<file path="src/rtl/dac_frame_sequencer.sv">
// Stereo serial DAC frame sequencer: one frame per sample with bit clock,
// MSB-first left/right data and latch strobes, fed by a valid/ready handshake.
module dac_frame_sequencer #(
    parameter int DIV          = 4,
    parameter int FRAME_CYCLES = 1000,
    parameter int WIDTH        = 16
) (
    input  logic             clk_48,
    input  logic             reset_n,
    input  logic             enable,
    input  logic             mute,
    input  logic [WIDTH-1:0] in_left,
    input  logic [WIDTH-1:0] in_right,
    input  logic             in_valid,
    output logic             in_ready,
    output logic             bck,
    output logic             DL,
    output logic             DR,
    output logic             LL,
    output logic             LR,
    output logic             frame_start,
    output logic             busy,
    output logic             underrun,
    output logic [7:0]       underrun_cnt
);

    localparam int CYC_W  = $clog2(FRAME_CYCLES);
    localparam int SLOTS  = FRAME_CYCLES / DIV;
    localparam int SLOT_W = $clog2(SLOTS + 1);
    localparam int PH_W   = $clog2(DIV);

    typedef enum logic [1:0] {IDLE, ARM, RUN} state_t;

    state_t            state_reg, state_next;
    logic [CYC_W-1:0]  cyc_reg;
    logic [PH_W-1:0]   phase_reg;
    logic [SLOT_W-1:0] slot_reg;
    logic              run, frame_end, capture, shift_en, data_slot;
    logic              bck_reg, latch_reg, frame_start_reg;
    logic              underrun_reg;
    logic [7:0]        underrun_cnt_reg;
    logic [1:0]        chan_bit;
    logic [WIDTH-1:0]  sample_in [2];

    assign sample_in[0] = in_left;
    assign sample_in[1] = in_right;

    assign run       = (state_reg == RUN);
    assign frame_end = run && (cyc_reg == CYC_W'(FRAME_CYCLES - 1));
    assign capture   = in_ready;
    assign shift_en  = run && (phase_reg == PH_W'(DIV - 1));
    assign data_slot = (slot_reg < SLOT_W'(WIDTH));

    always_ff @(posedge clk_48 or negedge reset_n) begin
        if (!reset_n) state_reg <= IDLE;
        else          state_reg <= state_next;
    end

    // A stop request only takes effect at a frame boundary, so the frame
    // in flight always completes including its latch slot.
    always_comb begin
        state_next = state_reg;
        in_ready   = 1'b0;
        busy       = 1'b0;
        case (state_reg)
            IDLE: begin
                if (enable) state_next = ARM;
            end
            ARM: begin
                busy       = 1'b1;
                in_ready   = 1'b1;
                state_next = RUN;
            end
            RUN: begin
                busy = 1'b1;
                if (frame_end) begin
                    if (enable) in_ready   = 1'b1;
                    else        state_next = IDLE;
                end
            end
            default: state_next = IDLE;
        endcase
    end

    // Phase and slot are counted alongside cyc to avoid a divider.
    always_ff @(posedge clk_48 or negedge reset_n) begin
        if (!reset_n) begin
            cyc_reg   <= '0;
            phase_reg <= '0;
            slot_reg  <= '0;
        end else if (!run || frame_end) begin
            cyc_reg   <= '0;
            phase_reg <= '0;
            slot_reg  <= '0;
        end else begin
            cyc_reg <= cyc_reg + CYC_W'(1);
            if (phase_reg == PH_W'(DIV - 1)) begin
                phase_reg <= '0;
                slot_reg  <= slot_reg + SLOT_W'(1);
            end else begin
                phase_reg <= phase_reg + PH_W'(1);
            end
        end
    end

    always_ff @(posedge clk_48 or negedge reset_n) begin
        if (!reset_n) begin
            underrun_reg     <= 1'b0;
            underrun_cnt_reg <= '0;
        end else if (capture && !in_valid) begin
            underrun_reg <= 1'b1;
            if (underrun_cnt_reg != 8'hFF) underrun_cnt_reg <= underrun_cnt_reg + 8'd1;
        end
    end

    for (genvar gi = 0; gi < 2; gi++) begin : g_chan
        logic [WIDTH-1:0] held_reg;
        logic [WIDTH-1:0] shift_reg;
        logic             data_reg;

        // Mute only blanks the shifter; the held sample still tracks input.
        always_ff @(posedge clk_48 or negedge reset_n) begin
            if (!reset_n) begin
                held_reg  <= '0;
                shift_reg <= '0;
                data_reg  <= 1'b0;
            end else begin
                if (capture) begin
                    if (in_valid) held_reg <= sample_in[gi];
                    shift_reg <= mute ? '0 : (in_valid ? sample_in[gi] : held_reg);
                end else if (shift_en) begin
                    shift_reg <= {shift_reg[WIDTH-2:0], 1'b0};
                end
                data_reg <= run && data_slot && shift_reg[WIDTH-1];
            end
        end

        assign chan_bit[gi] = data_reg;
    end

    always_ff @(posedge clk_48 or negedge reset_n) begin
        if (!reset_n) begin
            bck_reg         <= 1'b0;
            latch_reg       <= 1'b0;
            frame_start_reg <= 1'b0;
        end else begin
            bck_reg         <= run && (phase_reg >= PH_W'(DIV / 2));
            latch_reg       <= run && (slot_reg == SLOT_W'(WIDTH));
            frame_start_reg <= run && (cyc_reg == '0);
        end
    end

    assign bck          = bck_reg;
    assign DL           = chan_bit[0];
    assign DR           = chan_bit[1];
    assign LL           = latch_reg;
    assign LR           = latch_reg;
    assign frame_start  = frame_start_reg;
    assign underrun     = underrun_reg;
    assign underrun_cnt = underrun_cnt_reg;

endmodule

</file>
<file path="config.mk">
export PLATFORM = sky130hd
export DESIGN_NAME = dac_frame_sequencer
export DESIGN_NICKNAME = d
export VERILOG_FILES = /design/src/rtl/dac_frame_sequencer.sv
export SDC_FILE = /design/constraint.sdc
export NUM_CORES = 1
export LEC_CHECK = 0
export ABC_CLOCK_PERIOD_IN_PS = 2340
export BUFFER_PORTS_ARGS = -buffer_cell sky130_fd_sc_hd__buf_2
export CORE_MARGIN = 1.5
export CORE_UTILIZATION = 35
export CTS_CLUSTER_DIAMETER = 60
export DETAILED_ROUTE_END_ITERATION = 12
export PLACE_DENSITY_LB_ADDON = 0.25
export SETUP_SLACK_MARGIN = 0.2
export SYNTH_ARGS = -nofsm -noshare
export SYNTH_HDL_FRONTEND = slang
export SYNTH_SLANG_ARGS = --single-unit
</file>
<file path="constraint.sdc">
create_clock -name clk_48 -period 2.34 [get_ports clk_48]
set_input_delay 0.117 -clock clk_48 [delete_from_list [all_inputs] [get_ports clk_48]]
set_output_delay 0.117 -clock clk_48 [all_outputs]
set_load 0.02 [all_outputs]
</file>
# [Word level (Yosys, flattened, before mapping)]
# Index checks and enable logic that the tools add are counted.
[word_totals] elab_cells=70 output_inout_bits=17 in_bits=37 reg_bits=100
[op_classes] add_sub_neg=4 eq_ne=9 n_reduce_logical=19 n_lt_le_gt_ge=2 mux=21
[op_table] operator="$mux W16" n=8
[op_table] operator="$add A8 B1 Y8 const B" n=2
[op_table] operator="$mux W8" n=2
[op_table] operator="$add A10 B1 Y10 const B" n=1
[op_table] operator="$eq A10 B10 Y1 const B" n=1
[op_table] operator="$logic_not A10 Y1" n=1
[op_table] operator="$mux W10" n=1
[op_table] operator="$mux W2" n=5
[op_table] operator="$logic_and A1 B1 Y1" n=9
[op_table] operator="$eq A8 B5 Y1 const B" n=1
[op_table] operator="$lt A8 B5 Y1 const B" n=1
[op_table] operator="$ne A8 B8 Y1 const B" n=1
[op_table] operator="$pmux W2 S3" n=1
[op_table] operator="$eq A2 B2 Y1 const B" n=2
[op_table] operator="$ne A2 B2 Y1 const B" n=2
[op_table] operator="$reduce_bool A2 Y1" n=2
[op_table] operator="$mux W1" n=3
[op_table] operator="$reduce_and A3 Y1" n=1
[op_table] operator="$add A2 B1 Y2 const B" n=1
[op_table] operator="$eq A2 B1 Y1 const B" n=1
[op_table] operator="$ge A2 B2 Y1 const B" n=1
[op_table] operator="$logic_not A1 Y1" n=2
[op_table] operator="$logic_not A2 Y1" n=1
[op_table] operator="$ne A2 B1 Y1 const B" n=1
[op_table] operator="other kinds (4)" n=4

# [Logic depth before layout (Yosys ltp)]
# Gate-level depths: netlist (run 1).
[depth] ltp_word=6 mapped_depth=9 ltp_nobuf=6

# [Worst setup path before layout (run 1)]
# OpenSTA, ideal clock, no wires.
[synth_path] kind="reg-to-reg" from="register state_reg[0]" to="register underrun_cnt_reg[1] (netlist: underrun_cnt[1])" required_time_ps=2212 n_path_buf=2 t_arrival_ps=1999 slack_ps=213 path_stages_with_launch=9 synth_period_minus_slack_ps=2127 setup_time_ps=128 cell_sequence="dfrtp_1 -> inv_1 -> ha_1 -> buf_4 -> or3b_1 -> o41ai_4 -> buf_6 -> nand2_2 -> mux2_1"
[synth_between] elab_chain_cells=6 word_cells_on_any_way=7 classes_between="2 x eq/ne; 2 x mux; 3 x reduce/logical"
[synth_lines] element="start, declared" line_no="34" source="state_t state_reg, state_next;"
[synth_lines] element="start signal, assigned" line_no="56" source="else state_reg <= state_next;"
[synth_lines] element="$eq A2 B2 Y1" line_no="48, 65"
[synth_lines] element="$logic_and A1 B1 Y1" line_no="49" source="assign frame_end = run && (cyc_reg == CYC_W'(FRAME_CYCLES - 1));"
[synth_lines] element="$mux W1" line_no="76" source="if (frame_end) begin"
[synth_lines] element="$pmux W1 S2 (*)" line_no="65" source="case (state_reg)"
[synth_lines] element="$logic_and A1 B1 Y1 (*)" line_no="110" source="end else if (capture && !in_valid) begin"
[synth_lines] element="$reduce_and A2 Y1 (no source line) (*)"
[synth_lines] element="end signal, assigned" line_no="112" source="if (underrun_cnt_reg != 8'hFF) underrun_cnt_reg <= underrun_cnt_reg + 8'd1;"
[synth_lines] element="end, declared" line_no="41" source="logic [7:0] underrun_cnt_reg;"
# Every way passes the cells marked *; elsewhere a longest branch is shown, timed or not.
# A chain may end at the register's enable or synchronous reset.

# [Final worst setup path (run 1)]
# Ends and elaborated chain as after synthesis.

==> impl_metrics.yaml, run 1 <==
run_status:
  run_status: "finished, final reports clean"
setup_path:
  worst_r2r_path_depth: 8
  critPathMostFrequentCell: "sky130_fd_sc_hd__buf_12"
  crit_end: "underrun_cnt[1]$_DFFE_PN0P_"
  cp_num_buf_inv: 3
  crit_cells: 8
  timing.rr.start: "state_reg[0]$_DFFE_PN0P_"
  critPathArrivalTime_ns: 2.35
  path_cells: "inv_2 -> ha_4 -> or3b_4 -> o41ai_4 -> buf_12 -> buf_12 -> nand2_2 -> mux2_1"
  ff2ff_setup_slack_ns: 0.22
  r2r_end: "underrun_cnt[1]$_DFFE_PN0P_"
  crit_path_max_fanout: 16
  critPathCaptureType: "flip-flop"
  worstPathRequired_ns: 2.56
  worst_path_largest_cell_delay_ns: 0.39
  critPathLaunch: "state_reg[0]$_DFFE_PN0P_"
  critPathTopFamily: "simple AND/OR/NAND/NOR gates"
  critPathKind: "reg -> reg"
  timing.critical_path.from_type: "flip-flop"
  worst_path_slowest_cell: "sky130_fd_sc_hd__or3b_4"
clock_network:
  tritoncts: "built"
  ctsHtreeMaxLevel: 3
  worst_case_clock_buffer_depth: 2
  clk-insertion-delay-late_ns: 0.35
  cts_root_buffer: "sky130_fd_sc_hd__clkbuf_16"
  numCtsBuffers: 9
  clock_sink_count: 100
  clk_pin_slew_ns: 0.07
timing:
  max_slew.worst_pin.slew_ns: 0.6185
  slew_viol_final: 0
  final_hold_viol_count: 0
  final_min_period_over_clock_period_pct: 90.69
  setup_ws_ns: 0.2179
  setup_tns_ns: 0
  fin_skew_ns: 0.008724
  max_clock_freq_mhz: 471.2
  timing.final.crit_period_ns: 2.122
  setup-violations-final: 0
  rsz0062_at_grt: "true"
  slew_headroom_pct: 58.77
route:
  drt_wl_total_mm: 9.659
  drt_pass1_iterations: 5
  route.vias.total: 3457
  drcViolationCount: 0
  initialDrtViolationCount: 158
  routed_wire_length_per_instance_um: 13.51
  routed_via_density: 4.835
  drtAntennaViolNets: 0
pwr:
  seq_power_share_pct: 39.7
  clock_power_share_pct: 22.6
  areal_power_density_over_the_cells_mw_per_mm2: 1124
  worst_ir_drop_vdd_mv: 0.6322
  static-leakage-power_nw: 2.911
  power.total_mw: 6.610
  combPwrFrac_pct: 37.7
  switching_share_pct: 33.69
  net_switching_power_mw: 2.227
  power_report.internal_total_mw: 4.383
cells_and_area:
  design.final.nets: 582
  layout.cells.most_common_list: "98 x sky130_fd_sc_hd__dfrtp_1, 83 x sky130_fd_sc_hd__nor2_1, 64 x sky130_fd_sc_hd__mux2i_1"
  final_core_util_pct: 44.05
  fraction_of_layout_instances_using_a_drive_strength_above_1_pct: 20.59
  most_common_cell_after_layout_fill_and_taps_aside: "sky130_fd_sc_hd__dfrtp_1"
  post-route-cell-area_mm2: 0.005879
  n_fill_cell: 1284
  antenna-diode-count: 0
  areaGrowthSynthToFinish_pct: 22.18
  area.sequential_mm2: 0.002505
  area_taken_by_multi_input_logic_gates_mm2: 0.002171
synthesis:
  synth_mux_area_share_pct: 14.01
  synth_compound_gate_area_share_pct: 8.372
  synth-warning-count: 0
  largest_family_of_logic_cells_by_synthesized_area: "simple AND/OR/NAND/NOR gates"
  netlist_top_cells_area: "sky130_fd_sc_hd__dfrtp_1 52%, sky130_fd_sc_hd__mux2i_1 13%, sky130_fd_sc_hd__nor2_1 6.5%"
  synth_cell_types: 35
  synth_seq_area_share_pct: 52.00
  synthesis.area_mm2: 0.004812
  synth_area_per_cell_um2: 10.15
  synth_top_cell_by_area: "sky130_fd_sc_hd__dfrtp_1"
  yosys.area_share.xor_xnor_pct: 3.822
  syn_nets: 522
  syn_inst: 474
  synth-seq-cells: 100
  synth_simple_gate_area_share_pct: 15.11
  fraction_of_the_mapped_netlist_area_in_adder_cells_pct: 2.860
  synth.top_cell.area_share_pct: 52.00
floorplanning:
  design.core.area_mm2: 0.01335
  die_w_um: 120.3
  floorplan.die.height_um: 120.3
  top_level_ports: 54
  fp.dieArea_mm2: 0.01446
  core.rowCount: 42
  start_util_pct: 36.05
placement:
  portBuffers: 53
  dp_worst_setup_slack_ns: 0.09663
  dp_hpwl_mm: 6.071
  routabilityCongestion: 0.7619
  placed_cell_area_mm2: 0.005298
global_route:
  gr-usage-met2_pct: 23.46
  grt_use_met1_pct: 19.37
  globalRouteOverflowTotal: 0
  groute.usage.overall_pct: 14.64
  pin_count_of_the_biggest_net_entering_global_routing: 61
  grt_first_pass_wirelength_mm: 16.86
  gr-usage-met3_pct: 4.245
  busiest_layer: "met2"
  first_global_vias: 3456
  antenna_found_initial: 1
flow_run:
  max_cap_violations: 0
hold_path:
  holdCritPathClass: "in -> reg"
final cells by class:
| class | count | area share [%] |
|---|---|---|
| Tap cell | 176 | 3.745 |
| Timing Repair Buffer | 78 | 10.92 |
| Multi-Input combinational cell | 336 | 36.92 |
| Sequential cell | 100 | 42.60 |
| Clock inverter | 2 | 0.2341 |
| Inverter | 9 | 0.5746 |
| Clock buffer | 14 | 5.001 |
worst min-delay path, cell delays in order:
cell	delay [ns]
sky130_fd_sc_hd__buf_2	0.08
sky130_fd_sc_hd__mux2i_1	0.08
sky130_fd_sc_hd__a21oi_1	0.14
synth_stat cells (all sizes together):
master and number:
a21o 1, a21oi 32, a31oi 1, a41oi 2, and2 5, and3 6, and4 2, buf 18
clkbuf 11, dfrtp 100, ha 11, inv 9, mux2 3, mux2i 64, nand2 42, nand3 13
nand4 7, nor2 83, nor2b 1, nor3 2, nor4 1, o21a 1, o21ai 32, o41ai 2
or3 1, or3b 1, or4b 2, xnor2 8, xor2 13
per-layer routing:
| layer | up-vias | wire [um] |
|---|---|---|
| li1 | 1727 | - |
| met1 | 1663 | 4764 |
| met2 | 55 | 4400 |
| met3 | 10 | 374 |
| met4 | 2 | 104 |
| met5 | - | 15 |
worst min path at each step:
| stage | endpoint | depth (start not counted) | startpoint | slack, ns |
|---|---|---|---|---|
| 2_1_floorplan | DL$_DFF_PN0_ | 0 | reset_n | -0.18 |
| 3_3_place_gp | g_chan[1].shift_reg[9]$_DFFE_PN0P_ | 1 | reset_n | 0.14 |
| 3_5_place_dp | g_chan[1].shift_reg[9]$_DFFE_PN0P_ | 1 | reset_n | 0.15 |
| 4_1_cts | g_chan[0].held_reg[8]$_DFFE_PN0P_ | 3 | in_left[8] | 0.08 |
| 5_1_grt | g_chan[1].held_reg[6]$_DFFE_PN0P_ | 3 | in_right[6] | 0.12 |
| 6_report | g_chan[0].held_reg[8]$_DFFE_PN0P_ | 3 | in_left[8] | 0.10 |
stage by stage:
stage               instances  hold slack [ns]
CTS                       713          0.08315
global placement          685           0.1407
floorplan                 474          -0.1786
global route              715           0.1179
finish                    715           0.1007
detailed placement        685           0.1457
repair_timing:
action / 4_1_cts / 5_1_grt
gates resized for setup: 19 / 1
pin swaps: 2 / 0
setup endpoints to repair: 55 / 36
buffers inserted: 8 / 1
hold buffers: 1 / 0
endpoints found under the hold margin: 40 / 0
gates cloned: 3 / 1
cells by family after synthesis:
family / Yosys count
fa+ha+maj: 11
flops: 100
xor+xnor: 21
compound gates: 71
mux: 67
simple gates: 166
buf+inv: 38
power groups by stage:
stage	logic [mW]	registers, mW	clock network [mW]
after global routing	2.79	2.70	1.61
after CTS	2.44	2.62	1.56
after global placement	1.92	2.63	0
after floorplan	1.44	2.64	0
after detailed placement	1.99	2.65	0
final	2.49	2.62	1.50
Power figures use the tool's default switching activity.
==> run 2, diff against run 1 <==
--- a/config.mk
+++ b/config.mk
@@ -7,6 +7,8 @@
 export LEC_CHECK = 0
 export ABC_CLOCK_PERIOD_IN_PS = 2340
 export BUFFER_PORTS_ARGS = -buffer_cell sky130_fd_sc_hd__buf_2
+export CELL_PAD_IN_SITES_DETAIL_PLACEMENT = 0
+export CELL_PAD_IN_SITES_GLOBAL_PLACEMENT = 1
 export CORE_MARGIN = 1.5
 export CORE_UTILIZATION = 35
 export CTS_CLUSTER_DIAMETER = 60
==> run 2 against run 1 <==
Total power increased by 1.4%. Sequential cell count unchanged. Combinational power increased by 8%. Via count increased by 0.32%. Global-route usage increased by 0.063 points. Utilization increased by 0.39 points. Clock skew about the same. Fmax decreased by 3.9%. Clock power decreased by 6%. Critical endpoint unchanged. Highest routed layer is now met4.
==> impl_metrics.yaml, run 2 (same netlist as run 1, synthesis figures left out) <==
placement:
  portBuffers: 53
  routabilityCongestion: 0.7433
  dp_hpwl_mm: 6.188
  dp_worst_setup_slack_ns: 0.09351
  placed_cell_area_mm2: 0.005298
clock_network:
  tritoncts: "built"
  clk_pin_slew_ns: 0.07
  clock_sink_count: 100
  cts_root_buffer: "sky130_fd_sc_hd__clkbuf_16"
  numCtsBuffers: 9
  worst_case_clock_buffer_depth: 2
  clk-insertion-delay-late_ns: 0.34
  ctsHtreeMaxLevel: 3
route:
  routed_wire_length_per_instance_um: 13.79
  route.vias.total: 3468
  drcViolationCount: 0
  drt_pass1_iterations: 4
  initialDrtViolationCount: 200
  drt_wl_total_mm: 9.972
  drtAntennaViolNets: 0
  routed_via_density: 4.797
setup_path:
  timing.critical_path.from_type: "flip-flop"
  critPathKind: "reg -> reg"
  critPathArrivalTime_ns: 2.44
  critPathCaptureType: "flip-flop"
  crit_path_max_fanout: 15
  worstPathRequired_ns: 2.57
pwr:
  power.total_mw: 6.702
  seq_power_share_pct: 39.0
  power_report.internal_total_mw: 4.417
  switching_share_pct: 34.09
  areal_power_density_over_the_cells_mw_per_mm2: 1130
  static-leakage-power_nw: 2.950
  combPwrFrac_pct: 40.0
  clock_power_share_pct: 21.0
  worst_ir_drop_vdd_mv: 0.5892
  net_switching_power_mw: 2.285
floorplanning:
  die_w_um: 120.3
  fp.dieArea_mm2: 0.01446
  top_level_ports: 54
  floorplan.die.height_um: 120.3
  design.core.area_mm2: 0.01335
  start_util_pct: 36.05
  core.rowCount: 42
timing:
  timing.final.crit_period_ns: 2.209
  final_hold_viol_count: 0
  rsz0062_at_grt: "true"
  setup_ws_ns: 0.1309
  slew_headroom_pct: 59.48
  max_clock_freq_mhz: 452.7
  fin_skew_ns: 0.008957
  slew_viol_final: 0
  setup-violations-final: 0
  final_min_period_over_clock_period_pct: 94.40
  setup_tns_ns: 0
  max_slew.worst_pin.slew_ns: 0.6078
cells_and_area:
  layout.cells.most_common_list: "100 x sky130_fd_sc_hd__dfrtp_1, 83 x sky130_fd_sc_hd__nor2_1, 64 x sky130_fd_sc_hd__mux2i_1"
  most_common_cell_after_layout_fill_and_taps_aside: "sky130_fd_sc_hd__dfrtp_1"
  design.final.nets: 590
  areaGrowthSynthToFinish_pct: 23.27
  antenna-diode-count: 0
  final_core_util_pct: 44.44
  post-route-cell-area_mm2: 0.005932
  fraction_of_layout_instances_using_a_drive_strength_above_1_pct: 20.66
  n_fill_cell: 1315
flow_run:
  max_cap_violations: 0
global_route:
  antenna_found_initial: 0
  groute.usage.overall_pct: 14.70
  first_global_vias: 3577
  globalRouteOverflowTotal: 0
  pin_count_of_the_biggest_net_entering_global_routing: 77
  grt_first_pass_wirelength_mm: 16.95
run_status:
  run_status: "finished, final reports clean"
hold_path:
  holdCritPathClass: "in -> reg"
[run 2: metrics by stage]
stage                     cells  hold WS [ns]
after floorplan             474       -0.1786
after global placement      685       0.04980
after detailed placement    685       0.05049
after CTS                   715       0.09008
after global routing        723        0.1085
final                       723        0.1014
[run 2: worst max-delay path, cell delays in order, from the launching register on]
cell and delay (ns):
sky130_fd_sc_hd__dfrtp_1 0.38, sky130_fd_sc_hd__inv_2 0.08, sky130_fd_sc_hd__ha_4 0.14, sky130_fd_sc_hd__or3b_4 0.39, sky130_fd_sc_hd__o41ai_4 0.37, sky130_fd_sc_hd__buf_12 0.17, sky130_fd_sc_hd__buf_12 0.14, sky130_fd_sc_hd__nand2_2 0.07
sky130_fd_sc_hd__mux2_1 0.33
[run 2: final cells by class]
| type | instances | area (um^2) | share of cell area, % |
|---|---|---|---|
| clock buffer | 13 | 260.3 | 4.387 |
| clock inverter | 3 | 18.77 | 0.3164 |
| inverter | 9 | 33.78 | 0.5695 |
| multi-input combinational | 336 | 2158 | 36.38 |
| sequential | 100 | 2502 | 42.19 |
| tap | 176 | 220.2 | 3.712 |
| timing repair buffer | 86 | 738.2 | 12.44 |
[run 2: path summary, 6_finish.rpt]
| kind | endpoint | cells past startpoint | slack, ns | startpoint |
|---|---|---|---|---|
| worst max-delay path | underrun_cnt[1]$_DFFE_PN0P_ | 8 | 0.13 | state_reg[0]$_DFFE_PN0P_ |
| worst min-delay path | g_chan[0].held_reg[6]$_DFFE_PN0P_ | 3 | 0.10 | in_left[6] |
| worst max register to register | underrun_cnt[1]$_DFFE_PN0P_ | 8 | 0.13 | state_reg[0]$_DFFE_PN0P_ |
| worst min register to register | underrun$_DFFE_PN0P_ | 1 | 0.47 | underrun$_DFFE_PN0P_ |
| max in group asynchronous | g_chan[0].shift_reg[7]$_DFFE_PN0P_ | 3 | 1.43 | reset_n |
| min in group asynchronous | cyc_reg[1]$_DFF_PN0_ | 2 | 0.22 | reset_n |
[run 2: repair_timing]
item / 4_1_cts / 5_1_grt
setup buffers: 10 / 5
hold endpoints to repair: 24 / 0
gates cloned: 3 / 3
gates resized for setup: 13 / 15
endpoints found under the setup margin: 54 / 54
pin swaps: 2 / 2
hold buffers: 1 / 0
[run 2: metal layers]
layer | up-vias | GRT usage, % | part of all wire (%)
li1 | 1742 | - | -
met5 | - | 0 | 0
met2 | 72 | 23.75 | 46
met4 | 0 | 2.868 | 1.0
met3 | 11 | 4.575 | 3.7
met1 | 1643 | 19.65 | 49
[run 2: power groups by stage]
stage	clock network, mW	logic [mW]	registers [mW]
floorplan	0	1.44	2.64
global placement	0	1.94	2.62
detailed placement	0	2.01	2.65
CTS	1.47	2.49	2.62
global route	1.54	2.99	2.68
finish	1.41	2.68	2.62
==> run 3, diff against run 2 <==
==> constraint.sdc (replaced) <==
create_clock -name clk_48 -period 2.34 [get_ports clk_48]
set_input_delay 0.468 -clock clk_48 [delete_from_list [all_inputs] [get_ports clk_48]]
set_output_delay 0.468 -clock clk_48 [all_outputs]
set_load 0.02 [all_outputs]
==> run 3 against run 2 <==
The run now ends with negative setup slack left. Sequential share of layout area rose by 0.89 points. Clock power is essentially flat. First-iteration DRC count is 43% lower. Sequential power hardly changed. Utilization down 0.90 points. Critical endpoint is now in_ready.
==> impl_metrics.yaml, run 3 (same netlist as run 1, synthesis figures left out) <==
floorplanning:
  top_level_ports: 54
  floorplan.die.height_um: 120.3
  core.rowCount: 42
  die_w_um: 120.3
  start_util_pct: 36.05
  design.core.area_mm2: 0.01335
  fp.dieArea_mm2: 0.01446
pwr:
  power_report.internal_total_mw: 4.220
  clock_power_share_pct: 22.2
  switching_share_pct: 33.98
  seq_power_share_pct: 40.8
  areal_power_density_over_the_cells_mw_per_mm2: 1100
  worst_ir_drop_vdd_mv: 0.6628
  net_switching_power_mw: 2.172
  combPwrFrac_pct: 36.9
  static-leakage-power_nw: 2.884
timing:
  timing.final.crit_period_ns: 2.398
  setup_ws_ns: -0.05779
  rsz0062_at_grt: "true"
  slew_headroom_pct: 60.66
  max_slew.worst_pin.slew_ns: 0.5824
  fin_skew_ns: 0.004598
  final_min_period_over_clock_period_pct: 102.5
  setup-violations-final: 1
  slew_viol_final: 0
  max_clock_freq_mhz: 417.1
  setup_tns_ns: -0.05779
  final_hold_viol_count: 0
clock_network:
  clk_pin_slew_ns: 0.06
  numCtsBuffers: 9
  worst_case_clock_buffer_depth: 2
  clock_sink_count: 100
  tritoncts: "built"
  ctsHoldBuffers: 0
  cts_root_buffer: "sky130_fd_sc_hd__clkbuf_16"
  ctsHtreeMaxLevel: 3
  clk-insertion-delay-late_ns: 0.34
setup_path:
  timing.critical_path.from_type: "flip-flop"
  crit_path_max_fanout: 2
  critPathKind: "reg -> out"
  worstPathRequired_ns: 1.87
  critPathCaptureType: "primary output"
  critPathArrivalTime_ns: 1.93
placement:
  dp_hpwl_mm: 6.304
  routabilityCongestion: 0.7263
  placed_cells_incl_taps: 689
  dp_worst_setup_slack_ns: 0.1313
  portBuffers: 53
cells_and_area:
  finalNonFillerCells: 716
  most_common_cell_after_layout_fill_and_taps_aside: "sky130_fd_sc_hd__dfrtp_1"
  areaGrowthSynthToFinish_pct: 20.77
  n_fill_cell: 1357
  design.final.nets: 582
  layout.cells.most_common_list: "99 x sky130_fd_sc_hd__dfrtp_1, 83 x sky130_fd_sc_hd__nor2_1, 64 x sky130_fd_sc_hd__mux2i_1"
  fraction_of_layout_instances_using_a_drive_strength_above_1_pct: 20.22
route:
  wl_met1_mm: 4.605
  initialDrtViolationCount: 115
  drcViolationCount: 0
  routed_via_density: 4.750
  route.met3.wl_um: 366
  dr_wl_met2_mm: 4.308
  routed_wire_length_per_instance_um: 13.19
  drtAntennaViolNets: 0
  drt_wl_total_mm: 9.446
  routed.top_layer: "met4"
  drt_pass1_iterations: 6
  route.vias.total: 3401
global_route:
  globalRouteOverflowTotal: 0
  pin_count_of_the_biggest_net_entering_global_routing: 54
  antenna_found_initial: 1
  grt_first_pass_wirelength_mm: 16.68
  first_global_vias: 3576
  groute.usage.overall_pct: 14.41
hold_path:
  holdCritPathClass: "in -> async"
run_status:
  run_status: "finished, violations left"
  failed_checks: "negative setup slack"
flow_run:
  max_cap_violations: 0
==> run 3: cell count changes in the layout (fill, tap and decap cells not counted), sizes merged <==
| cell | before | now |
|---|---|---|
| bufbuf | 1 | 2 |
| dlygate4sd3 | 1 | 0 |
| inv | 10 | 9 |
| diode | 0 | 1 |
| buf | 82 | 76 |
| clkinv | 2 | 1 |
==> run 3: repair_timing <==
item                                    4_1_cts  5_1_grt
endpoints found under the setup margin       32       73
gates cloned                                  2        0
resized for setup                            11        7
pin swaps                                     3        2
buffers inserted                              5        3
==> run 3: layout make-up <==
cell class                 count  area (um^2)  area share (%)
clock buffer                  15        277.8           4.779
antenna                        1        2.502         0.04306
multi-input combinational    336         2166           37.27
timing repair buffer          78        603.1           10.38
clock inverter                 1        5.005         0.08611
sequential                   100         2504           43.08
tap                          176        220.2           3.789
inverter                       9        33.78          0.5813
==> run 3: metal layers <==
layer / global-route usage, % / vias up
met4: 6.324 / 0
met3: 2.925 / 12
met5: 0 / -
li1: - / 1731
met2: 23.14 / 50
met1: 18.93 / 1608
==> run 3: final timing paths <==
check	from	to	slack, ns	depth (start not counted)
setup / recovery	state_reg[0]$_DFFE_PN0P_	in_ready	-0.06	7
hold / removal	reset_n	g_chan[1].held_reg[10]$_DFFE_PN0P_	0.01	1
setup reg to reg	state_reg[0]$_DFFE_PN0P_	underrun_cnt[1]$_DFFE_PN0P_	0.08	9
hold reg to reg	underrun$_DFFE_PN0P_	underrun$_DFFE_PN0P_	0.46	1
max in group asynchronous	reset_n	g_chan[0].held_reg[10]$_DFFE_PN0P_	1.68	2
min in group clk_48	in_left[6]	g_chan[0].held_reg[6]$_DFFE_PN0P_	0.45	3
==> run 3: critical path: stages, from the launching register on <==
cell                      delay [ns]
sky130_fd_sc_hd__dfrtp_1        0.40
sky130_fd_sc_hd__inv_2          0.08
sky130_fd_sc_hd__ha_4           0.13
sky130_fd_sc_hd__or3b_4         0.39
sky130_fd_sc_hd__o41ai_4        0.20
sky130_fd_sc_hd__buf_4          0.19
sky130_fd_sc_hd__buf_12         0.11
sky130_fd_sc_hd__buf_8          0.10
==> run 3: per-stage QoR <==
stage / util [%] / area, um^2 / power [mW] / hold WS, ns
2_1_floorplan: - / 4838 / 4.123 / 0.1724
3_3_place_gp: 39.93 / 5330 / 4.552 / 0.3905
3_5_place_dp: 39.93 / 5330 / 4.644 / 0.3879
4_1_cts: 43.14 / 5758 / 6.406 / 0.01708
5_1_grt: 43.52 / 5809 / 6.873 / 0.03252
6_report: 43.54 / 5812 / 6.391 / 0.01413
==> run 3: power groups by stage <==
stage / clock network (mW) / logic [mW] / registers [mW]
2_1_floorplan: 0 / 1.48 / 2.64
3_3_place_gp: 0 / 1.93 / 2.62
3_5_place_dp: 0 / 2.00 / 2.64
4_1_cts: 1.47 / 2.32 / 2.61
5_1_grt: 1.53 / 2.66 / 2.69
6_report: 1.42 / 2.36 / 2.61
